File: config.mk
export PLATFORM = sky130hd
export DESIGN_NAME = aurora_reset_seq
export DESIGN_NICKNAME = d
export VERILOG_FILES = /design/src/rtl/aurora_reset_pkg.sv /design/src/rtl/aurora_reset_seq_sync_2ff.sv /design/src/rtl/aurora_reset_seq.sv
export SDC_FILE = /design/constraint.sdc
export NUM_CORES = 1
export LEC_CHECK = 0
export ABC_AREA = 1
export CAP_MARGIN = 20
export CORE_MARGIN = 8
export CORE_UTILIZATION = 58
export CTS_CLUSTER_DIAMETER = 30
export CTS_CLUSTER_SIZE = 8
export DETAILED_ROUTE_END_ITERATION = 8
export PLACE_DENSITY = 0.79
export SETUP_SLACK_MARGIN = 0.4
export SLEW_MARGIN = 20
export SYNTH_ARGS = -nofsm -noshare
export SYNTH_HDL_FRONTEND = slang
export SYNTH_SLANG_ARGS = --single-unit
File: constraint.sdc
create_clock -name INIT_CLK -period 2.3 [get_ports INIT_CLK]
set_clock_uncertainty 0.15 [all_clocks]
set_input_delay 0.46 -clock INIT_CLK [delete_from_list [all_inputs] [get_ports INIT_CLK]]
set_output_delay 0.46 -clock INIT_CLK [all_outputs]
set_load 0.05 [all_outputs]
File: src/rtl/aurora_reset_pkg.sv
// Shared definitions for the Aurora reset sequencer: state encoding,
// default cycle counts and a counter-width helper.
package aurora_reset_pkg;

  typedef enum logic [2:0] {
    ST_RESET_ALL    = 3'd0,
    ST_WAIT_LOCK    = 3'd1,
    ST_SYS_HOLD     = 3'd2,
    ST_WAIT_CHANNEL = 3'd3,
    ST_RUNNING      = 3'd4,
    ST_FAULT        = 3'd5
  } state_e;

  localparam int DEF_GT_RESET_CYCLES    = 128;
  localparam int DEF_LOCK_STABLE_CYCLES = 64;
  localparam int DEF_SYS_RESET_CYCLES   = 256;
  localparam int DEF_TIMEOUT_CYCLES     = 1048576;

  // Bits needed to hold 0..max_val inclusive.
  function automatic int cnt_w(input int max_val);
    return $clog2(max_val + 1);
  endfunction

  function automatic int max3(input int a, input int b, input int c);
    int m;
    m = (a > b) ? a : b;
    return (m > c) ? m : c;
  endfunction

endpackage

File: src/rtl/aurora_reset_seq_sync_2ff.sv
// sync_2ff: 1-bit two-flop synchroniser with asynchronous active-low reset.
// Ports:
//   clk   - destination clock
//   rst_n - async active-low reset, both flops load RST_VAL
//   d     - asynchronous input
//   q     - synchronised output (2 cycles latency)
module sync_2ff #(
  parameter logic RST_VAL = 1'b0
) (
  input  logic clk,
  input  logic rst_n,
  input  logic d,
  output logic q
);

  logic meta;

  always_ff @(posedge clk or negedge rst_n) begin
    if (!rst_n) begin
      meta <= RST_VAL;
      q    <= RST_VAL;
    end else begin
      meta <= d;
      q    <= meta;
    end
  end

endmodule

File: src/rtl/aurora_reset_seq.sv
// aurora_reset_seq: reset sequencer for one Aurora link on INIT_CLK.
// Holds the GT in reset, waits for a stable MMCM lock, holds the core
// reset a while longer, then supervises CHANNEL_UP with timeout recovery.
// Optional feature: define AURORA_RESET_SEQ_AUTO_RETRY_EN to make timeouts
// restart the sequence (counted in RETRY_COUNT) instead of parking in FAULT.
// Ports:
//   INIT_CLK, RESET_N      - clock, async active-low reset
//   RESET_REQ              - sync restart request (one-cycle pulse enough)
//   MMCM_NOT_LOCKED        - async, high while MMCM unlocked
//   CHANNEL_UP             - async, Aurora channel up
//   GT_RESET, SYS_RESET    - active-high transceiver / core resets
//   READY, FAULT           - high in RUNNING / FAULT
//   STATE                  - current state encoding
//   RETRY_COUNT            - automatic re-sequences, saturating at 255
module aurora_reset_seq
  import aurora_reset_pkg::*;
#(
  parameter int GT_RESET_CYCLES    = DEF_GT_RESET_CYCLES,
  parameter int LOCK_STABLE_CYCLES = DEF_LOCK_STABLE_CYCLES,
  parameter int SYS_RESET_CYCLES   = DEF_SYS_RESET_CYCLES,
  parameter int TIMEOUT_CYCLES     = DEF_TIMEOUT_CYCLES
) (
  input  logic       INIT_CLK,
  input  logic       RESET_N,
  input  logic       RESET_REQ,
  input  logic       MMCM_NOT_LOCKED,
  input  logic       CHANNEL_UP,
  output logic       GT_RESET,
  output logic       SYS_RESET,
  output logic       READY,
  output logic       FAULT,
  output logic [2:0] STATE,
  output logic [7:0] RETRY_COUNT
);

  localparam int TW = cnt_w(max3(GT_RESET_CYCLES, SYS_RESET_CYCLES, TIMEOUT_CYCLES));
  localparam int SW = cnt_w(LOCK_STABLE_CYCLES);
  localparam logic [TW-1:0] GT_LAST   = TW'(GT_RESET_CYCLES - 1);
  localparam logic [TW-1:0] HOLD_LAST = TW'(SYS_RESET_CYCLES - 1);
  localparam logic [TW-1:0] TO_LAST   = TW'(TIMEOUT_CYCLES - 1);
  localparam logic [SW-1:0] STABLE_N  = SW'(LOCK_STABLE_CYCLES);

`ifdef AURORA_RESET_SEQ_AUTO_RETRY_EN
  localparam bit AUTO_RETRY = 1'b1;
`else
  localparam bit AUTO_RETRY = 1'b0;
`endif

  state_e        state, nxt;
  logic [TW-1:0] cnt;
  logic [SW-1:0] stable;
  logic          not_locked_s, locked_s, up_s;
  logic          retry_inc, timeout;
  logic          gt_n, sys_n, ready_n, fault_n;

  // MMCM sync resets to "unlocked", channel sync to "down".
  sync_2ff #(.RST_VAL(1'b1)) u_sync_lock (
    .clk(INIT_CLK), .rst_n(RESET_N), .d(MMCM_NOT_LOCKED), .q(not_locked_s));
  sync_2ff #(.RST_VAL(1'b0)) u_sync_up (
    .clk(INIT_CLK), .rst_n(RESET_N), .d(CHANNEL_UP), .q(up_s));

  assign locked_s = !not_locked_s;
  assign timeout  = (cnt == TO_LAST);

  // State register plus the counters that follow it.
  always_ff @(posedge INIT_CLK or negedge RESET_N) begin
    if (!RESET_N) begin
      state       <= ST_RESET_ALL;
      cnt         <= '0;
      stable      <= '0;
      RETRY_COUNT <= '0;
    end else begin
      state <= nxt;
      // State-time counter restarts on every entry (and on RESET_REQ,
      // which may re-enter RESET_ALL from RESET_ALL); saturates otherwise.
      if (RESET_REQ || nxt != state) cnt <= '0;
      else if (cnt != '1)            cnt <= cnt + 1'b1;
      // Consecutive-lock counter only live in WAIT_LOCK.
      if (RESET_REQ || state != ST_WAIT_LOCK || !locked_s) stable <= '0;
      else if (stable != STABLE_N)                         stable <= stable + 1'b1;
      if (retry_inc && RETRY_COUNT != 8'hFF) RETRY_COUNT <= RETRY_COUNT + 8'd1;
    end
  end

  // Next state. Order of tests encodes priority: request, unlock, timeout, progress.
  always_comb begin
    nxt       = state;
    retry_inc = 1'b0;
    if (RESET_REQ) begin
      nxt = ST_RESET_ALL;
    end else begin
      case (state)
        ST_RESET_ALL:
          if (cnt == GT_LAST) nxt = ST_WAIT_LOCK;
        ST_WAIT_LOCK:
          if (timeout) begin
            if (AUTO_RETRY) begin nxt = ST_RESET_ALL; retry_inc = 1'b1; end
            else nxt = ST_FAULT;
          end else if (stable == STABLE_N && locked_s) nxt = ST_SYS_HOLD;
        ST_SYS_HOLD:
          if (!locked_s)            nxt = ST_WAIT_LOCK;
          else if (cnt == HOLD_LAST) nxt = ST_WAIT_CHANNEL;
        ST_WAIT_CHANNEL:
          if (!locked_s) begin
            nxt = ST_RESET_ALL; retry_inc = 1'b1;
          end else if (timeout) begin
            if (AUTO_RETRY) begin nxt = ST_RESET_ALL; retry_inc = 1'b1; end
            else nxt = ST_FAULT;
          end else if (up_s) nxt = ST_RUNNING;
        ST_RUNNING:
          if (!locked_s) begin
            nxt = ST_RESET_ALL; retry_inc = 1'b1;
          end else if (!up_s) nxt = ST_WAIT_CHANNEL;
        ST_FAULT: nxt = ST_FAULT;
        default:  nxt = ST_RESET_ALL;
      endcase
    end
  end

  // Output decode from the next state so the registered outputs line up
  // with the state register.
  always_comb begin
    gt_n    = 1'b0;
    sys_n   = 1'b0;
    ready_n = 1'b0;
    fault_n = 1'b0;
    case (nxt)
      ST_RESET_ALL: begin gt_n = 1'b1; sys_n = 1'b1; end
      ST_WAIT_LOCK,
      ST_SYS_HOLD:  sys_n = 1'b1;
      ST_RUNNING:   ready_n = 1'b1;
      ST_FAULT:     begin gt_n = 1'b1; sys_n = 1'b1; fault_n = 1'b1; end
      default:      ;
    endcase
  end

  always_ff @(posedge INIT_CLK or negedge RESET_N) begin
    if (!RESET_N) begin
      GT_RESET  <= 1'b1;
      SYS_RESET <= 1'b1;
      READY     <= 1'b0;
      FAULT     <= 1'b0;
    end else begin
      GT_RESET  <= gt_n;
      SYS_RESET <= sys_n;
      READY     <= ready_n;
      FAULT     <= fault_n;
    end
  end

  assign STATE = state;

endmodule

## Yosys cells after proc, flatten, opt, wreduce, memory -nomap -nowiden

Index checks and enable logic that the tools add are counted.

| word-level totals | value |
|---|---|
| memory bits (read-only) | 0 |
| logic and storage cells | 69 |
| RAM bits | 0 |
| memories kept | 0 |
| register bits after elaboration | 47 |
| input bits | 5 |
| output and inout port bits | 15 |
| latch bits | 0 |

| cells by class | value |
|---|---|
| $add $sub $neg | 3 |
| reduce and logical (&&, ||, !) cells | 13 |
| div/mod/pow operators | 0 |
| multiplexer cells | 23 |
| shifts and indexed selects | 0 |
| eq/ne operators | 18 |
| multiply operators | 0 |
| $lt $le $gt $ge | 0 |
| bitwise gates (word level) | 0 |

Operators by type and width:

| operator | count |
|---|---|
| $mux 21 | 2 |
| $mux 3 | 11 |
| $add 21x1->21 const B | 1 |
| $eq 21x20->1 const B | 1 |
| $eq 21x7->1 const B | 1 |
| $eq 21x8->1 const B | 1 |
| $ne 21x21->1 const B | 1 |
| $pmux 3 s6 | 1 |
| $mux 7 | 2 |
| $eq 3x3->1 const B | 4 |
| $eq 3x2->1 const B | 3 |
| $add 8x1->8 const B | 1 |
| $ne 8x8->1 const B | 1 |
| $add 7x1->7 const B | 1 |
| $eq 7x7->1 const B | 1 |
| $mux 1 | 7 |
| $ne 7x7->1 const B | 1 |
| $eq 3x1->1 const B | 2 |
| $logic_not 3->1 | 2 |
| $reduce_bool 2->1 | 2 |
| $reduce_or 2->1 | 2 |
| $reduce_or 4->1 | 1 |
| $logic_or 1x1->1 | 3 |
| $ne 3x1->1 const B | 1 |
| other kinds (3) | 4 |

## Depth between registers and ports, before layout

| logic depth | value |
|---|---|
| depth in word-level cells | 9 |
| gate-level depth with buffers | 14 |
| gate-level depth less buffers | 13 |

## Cells and area by module

Synthesis repeated with hierarchy kept, for this count alone.

| unflattened totals | value |
|---|---|
| cell total of the unflattened synthesis | 322 |
| area, all modules | 2661.3 um^2 |

Modules (own cells, without submodules):

| module | instances | cells each | seq. area each (um^2) | area an instance (um^2) |
|---|---|---|---|---|
| aurora_reset_seq | 1 | 318 | 1078.5 | 2558.7 |
| sync_2ff (u_sync_lock) | 1 | 2 | 52.6 | 52.6 |
| sync_2ff (u_sync_up) | 1 | 2 | 50.0 | 50.0 |

## Least setup slack after synthesis

No wires, ideal clock.

| timing | value |
|---|---|
| path kind | flip-flop to flip-flop |
| from | register state[2], in the netlist STATE[2] |
| to | register cnt[2] |
| cell stages (with the launch flop) | 12 |
| setup slack | 0.175 ns |
| clock period less this slack | 2.125 ns |
| path buffers | 1 |
| library setup time | 0.126 ns |
| arrival | 1.850 ns |
| path through | dfrtp_1 inv_1 nand3_1 nor2_1 and2_1 nor2_1 nand3_2 nand2_2 nand2_1 nand2_2 buf_6 nor3_2 |

| on the way | value |
|---|---|
| word-level cells in the longest chain between the ends | 8 |

Ends and longest elaborated chain:

| item | RTL line | text |
|---|---|---|
| from (decl) | aurora_reset_seq.sv:49 | `state_e state, nxt;` |
| from (signal assigned) | aurora_reset_seq.sv:73 | `state <= nxt;` |
| $mux 3 | aurora_reset_seq.sv:109 | `end else if (up_s) nxt = ST_RUNNING;` |
| $mux 3 | aurora_reset_seq.sv:106 | `end else if (timeout) begin` |
| $mux 3 | aurora_reset_seq.sv:104 | `if (!locked_s) begin` |
| $pmux 3 s6 | aurora_reset_seq.sv:92 | `case (state)` |
| $mux 3 | aurora_reset_seq.sv:89 | `if (RESET_REQ) begin` |
| $ne 3x3->1 * | aurora_reset_seq.sv:76 | `if (RESET_REQ \|\| nxt != state) cnt <= '0;` |
| $logic_or 1x1->1 * | aurora_reset_seq.sv:76 |  |
| $mux 21 or $reduce_bool 2->1 (tied branches) | n/a |  |
| to (signal assigned) | aurora_reset_seq.sv:77 | `else if (cnt != '1) cnt <= cnt + 1'b1;` |
| to (decl) | aurora_reset_seq.sv:50 | `logic [TW-1:0] cnt;` |

Mark *: on every way between the ends. The rest lies on a longest branch, timed or not.
A chain may end at the register's enable or synchronous reset.

## Final worst setup path

| timing | value |
|---|---|
| from | register cnt[0] |
| to | register cnt[1] |

| on the way | value |
|---|---|
| word-level cells in the longest chain between the ends | 8 |

Ends and longest elaborated chain:

| item | RTL line |
|---|---|
| $eq 21x20->1 or $eq 21x8->1 (tied branches) | aurora_reset_seq.sv:63, aurora_reset_seq.sv:102 |
| $mux 3 (on tied branches) | aurora_reset_seq.sv:106, aurora_reset_seq.sv:102 |
| $mux 3 (on tied branches) | aurora_reset_seq.sv:104, aurora_reset_seq.sv:101 |
| $pmux 3 s6 | aurora_reset_seq.sv:92 |
| $mux 3 | aurora_reset_seq.sv:89 |
| $ne 3x3->1 | aurora_reset_seq.sv:76 |
| $logic_or 1x1->1 | aurora_reset_seq.sv:76 |
| $mux 21 or $reduce_bool 2->1 (tied branches) | n/a |

Parallel ways exist; a longest one is shown, timed or not. The select of a mux whose other input is x is not followed.

==> run summary <==
Nets: 386
Clock Tree Root: clkbuf_8
Critical Path RT: 2.38 ns
Post-Place Worst Slack: 0.124 ns
Gp weighted congestion: 0.958
Worst setup EP type: flop
Synth cell types: 31
Crit share post-route: 99.5%
Average cell area after synthesis: 8.45 um^2
Die W: 84.0 um
Final hold vios: 0
Vias in the first global route: 2337
Grt ovf: 0
Leak: 1.67 nW
Maximum fanout along the worst path: 5
GRT Overall Usage: 18.6%
Via-to-Cell Ratio: 5.73
Worst R2R Path Depth: 15
Post-synth top area share: 40.1%
Fmax: 437 MHz
Internal power: 0.00121 W
Worst skew pair latency: 0.31 ns
PortBufs: 19
Wl on met1: 2930 um
Worst r2r src: cnt[0]$_DFFE_PN0P_
Pwr dens: 435 mW/mm^2
Slew @ Worst Pin: 0.559 ns
Most frequent cells in the layout: nand2_1 (55), nor2_1 (36), dfrtp_1 (35)
DIE AREA: 0.00705 mm^2
Max Root-Sink Buffers: 2
Setup_tns: 0 ns
Final wirelength: 7500 um
Worst rel slew slack: 62.7%
Final setup violation count: 0
Drt wl/cell: 17.4 um
Worst VDD drop: 0.475 mV
Post-synth EDFFs: 0
Met3 WL: 519 um
Seq pwr share: 53.7%
Largest net degree at the start of global routing: 26
FF-to-FF setup slack: 0.01 ns
Fin worst setup slack: 0.0107 ns
Sink Count: 47
Clock power share: 40.2%
Top routing layer in use: met4
H-tree Lvls: 2
DRC viols: 0
Comb power frac: 6.0%
Core Footprint: 0.00441 mm^2
Minimum clock period: 2.29 ns
Cell taking the most area after synthesis: dfrtp_1
Post-Synthesis Cells: 317
Clock slew at reported path FFs: 0.09 ns
Yosys reg bits: 47
Mapped Nets: 326
Sw Pwr: 0.000360 W
RSZ-0062 raised after global routing: yes
Sequential area share after synthesis: 44.1%
Initial antenna violation count: 0
R2R Path End: cnt[1]$_DFFE_PN0P_
Pre-antenna DRT Iters: 4
Worst Path Arrival: 2.36 ns
Hold Path Class: flop to flop
Antenna Cells: 0
Top FF cell, synth: dfrtp_1
Layout cells sized above 1: 33.6%
Fin. max-slew vios: 0
Startpoint Class: flop
Synth-to-layout area growth: 34.4%
Boundary pin count: 20
Max cap viols: 0
Detailed Place HPWL: 3940 um
Met2 wire len: 3780 um
First-pass GRT wire length: 10900 um
Via count: 2466
Crit Path Class: flop to flop
Post-Syn Area: 0.00268 mm^2
Hold WS: 0.207 ns
Post-layout util: 81.6%
Final Non-Filler Cells: 430
Ys async rst share: 100%
Commonest non-fill, non-tap cell in the layout: nand2_1
Placed cell count: 390
DIE HEIGHT: 84.0 um
Syn. warnings: 0
Routed Antenna Nets: 0
Rows: 24
TritonCTS clock tree: done
Worst min-delay path endpoint: u_sync_up.q$_DFF_PN0_
Hold Crit Start: u_sync_up.meta$_DFF_PN0_
WHS Path Cells: 0
Status: complete, no violations
CTS Buf Count: 5
DRT iter0 DRCs: 185
Switching Fraction: 23.0%
Top cells by area, synth: dfrtp_1 (40%), nand2_1 (8.5%), nor3_2 (7.5%), nor2_1 (6.0%), inv_1 (5.3%)
Initial core utilization: 60.7%
[power by group through the flow]
stage	clock, W	combinational (W)	sequential (W)
floorplan	0	0.0000289	0.000856
global placement	0	0.0000592	0.000857
detailed placement	0	0.0000600	0.000857
CTS	0.000632	0.0000792	0.000840
global route	0.000668	0.000103	0.000842
finish	0.000630	0.0000947	0.000841
[timing repair]
item                       4_1_cts  5_1_grt
hold endpoints to repair        21        0
pin swaps                       15       16
gates resized for setup         47       38
setup endpoints to repair       40       38
cloned                           3        2
buffers inserted                16       10
hold buffers                     1        0
[sequential cells by signal (all words and copies together) (netlist names)]
name and count:
FAULT 1, GT_RESET 1, READY 1, RETRY_COUNT 8, STATE 3, SYS_RESET 1, cnt 21, stable 7
u_sync_lock.meta 1, u_sync_lock.q 1, u_sync_up.meta 1, u_sync_up.q 1
[area by class of cell]
class,count,area (um^2)
clock inverter,3,46.3
clock buffer,5,68.8
fill,257,812
timing repair buffer,58,598
multi-input combinational,227,1490
sequential,47,1190
tap,52,65.1
inverter,38,143
[cells by family after synthesis]
kind of cell	after synthesis	synth area share (%)
and+or+nand+nor	184	36.7
DFF	47	44.1
buffers and inverters	43	7.19
AOI/OAI and AO/OA	23	4.90
xor gates and xnor gates	16	5.23
adders and majority gates	4	1.87
[worst max-delay path, stage by stage, from the launching register on]
cell and delay [ns]:
dfrtp_1 0.37, ha_2 0.19, nand2_2 0.07, nor2_4 0.18, buf_6 0.14, nand3_4 0.07
nor2_2 0.09, nand2_1 0.06, nand2_1 0.09, nor2_2 0.07, nand3_2 0.12, nand2_4 0.07
nand2_4 0.11, nand2_8 0.09, clkbuf_16 0.18, nor3_2 0.15
[worst max path at each step]
stage / start / endpoint
floorplan: cnt[0]$_DFFE_PN0P_ / cnt[4]$_DFFE_PN0P_
detailed placement: cnt[0]$_DFFE_PN0P_ / cnt[20]$_DFFE_PN0P_
global placement: cnt[0]$_DFFE_PN0P_ / cnt[20]$_DFFE_PN0P_
finish: cnt[0]$_DFFE_PN0P_ / cnt[1]$_DFFE_PN0P_
global route: cnt[1]$_DFFE_PN0P_ / cnt[4]$_DFFE_PN0P_
CTS: cnt[1]$_DFFE_PN0P_ / cnt[8]$_DFFE_PN0P_
[layer usage]
| layer | track usage, % | up-vias |
|---|---|---|
| li1 | - | 1156 |
| met1 | 22.8 | 1166 |
| met2 | 30.7 | 107 |
| met3 | 3.61 | 37 |
| met4 | 8.32 | 0 |
| met5 | 0 | - |
[Yosys cell counts, drive strengths merged, types with 4 or more instances]
library cell and instances:
xnor2 8, buf 5, nand2 70, nor2 46, nand3 23, xor2 8
a21oi 8, dfrtp 43, nand4 11, dfstp 4, nor3 25, ha 4
inv 38, o21ai 10
[through the flow]
stage               total power, W  cell area (um^2)
global route               0.00161              3600
global placement          0.000916              2970
floorplan                 0.000885              2690
CTS                        0.00155              3370
detailed placement        0.000917              2970
finish                     0.00157              3600
Power figures use the tool's default switching activity.
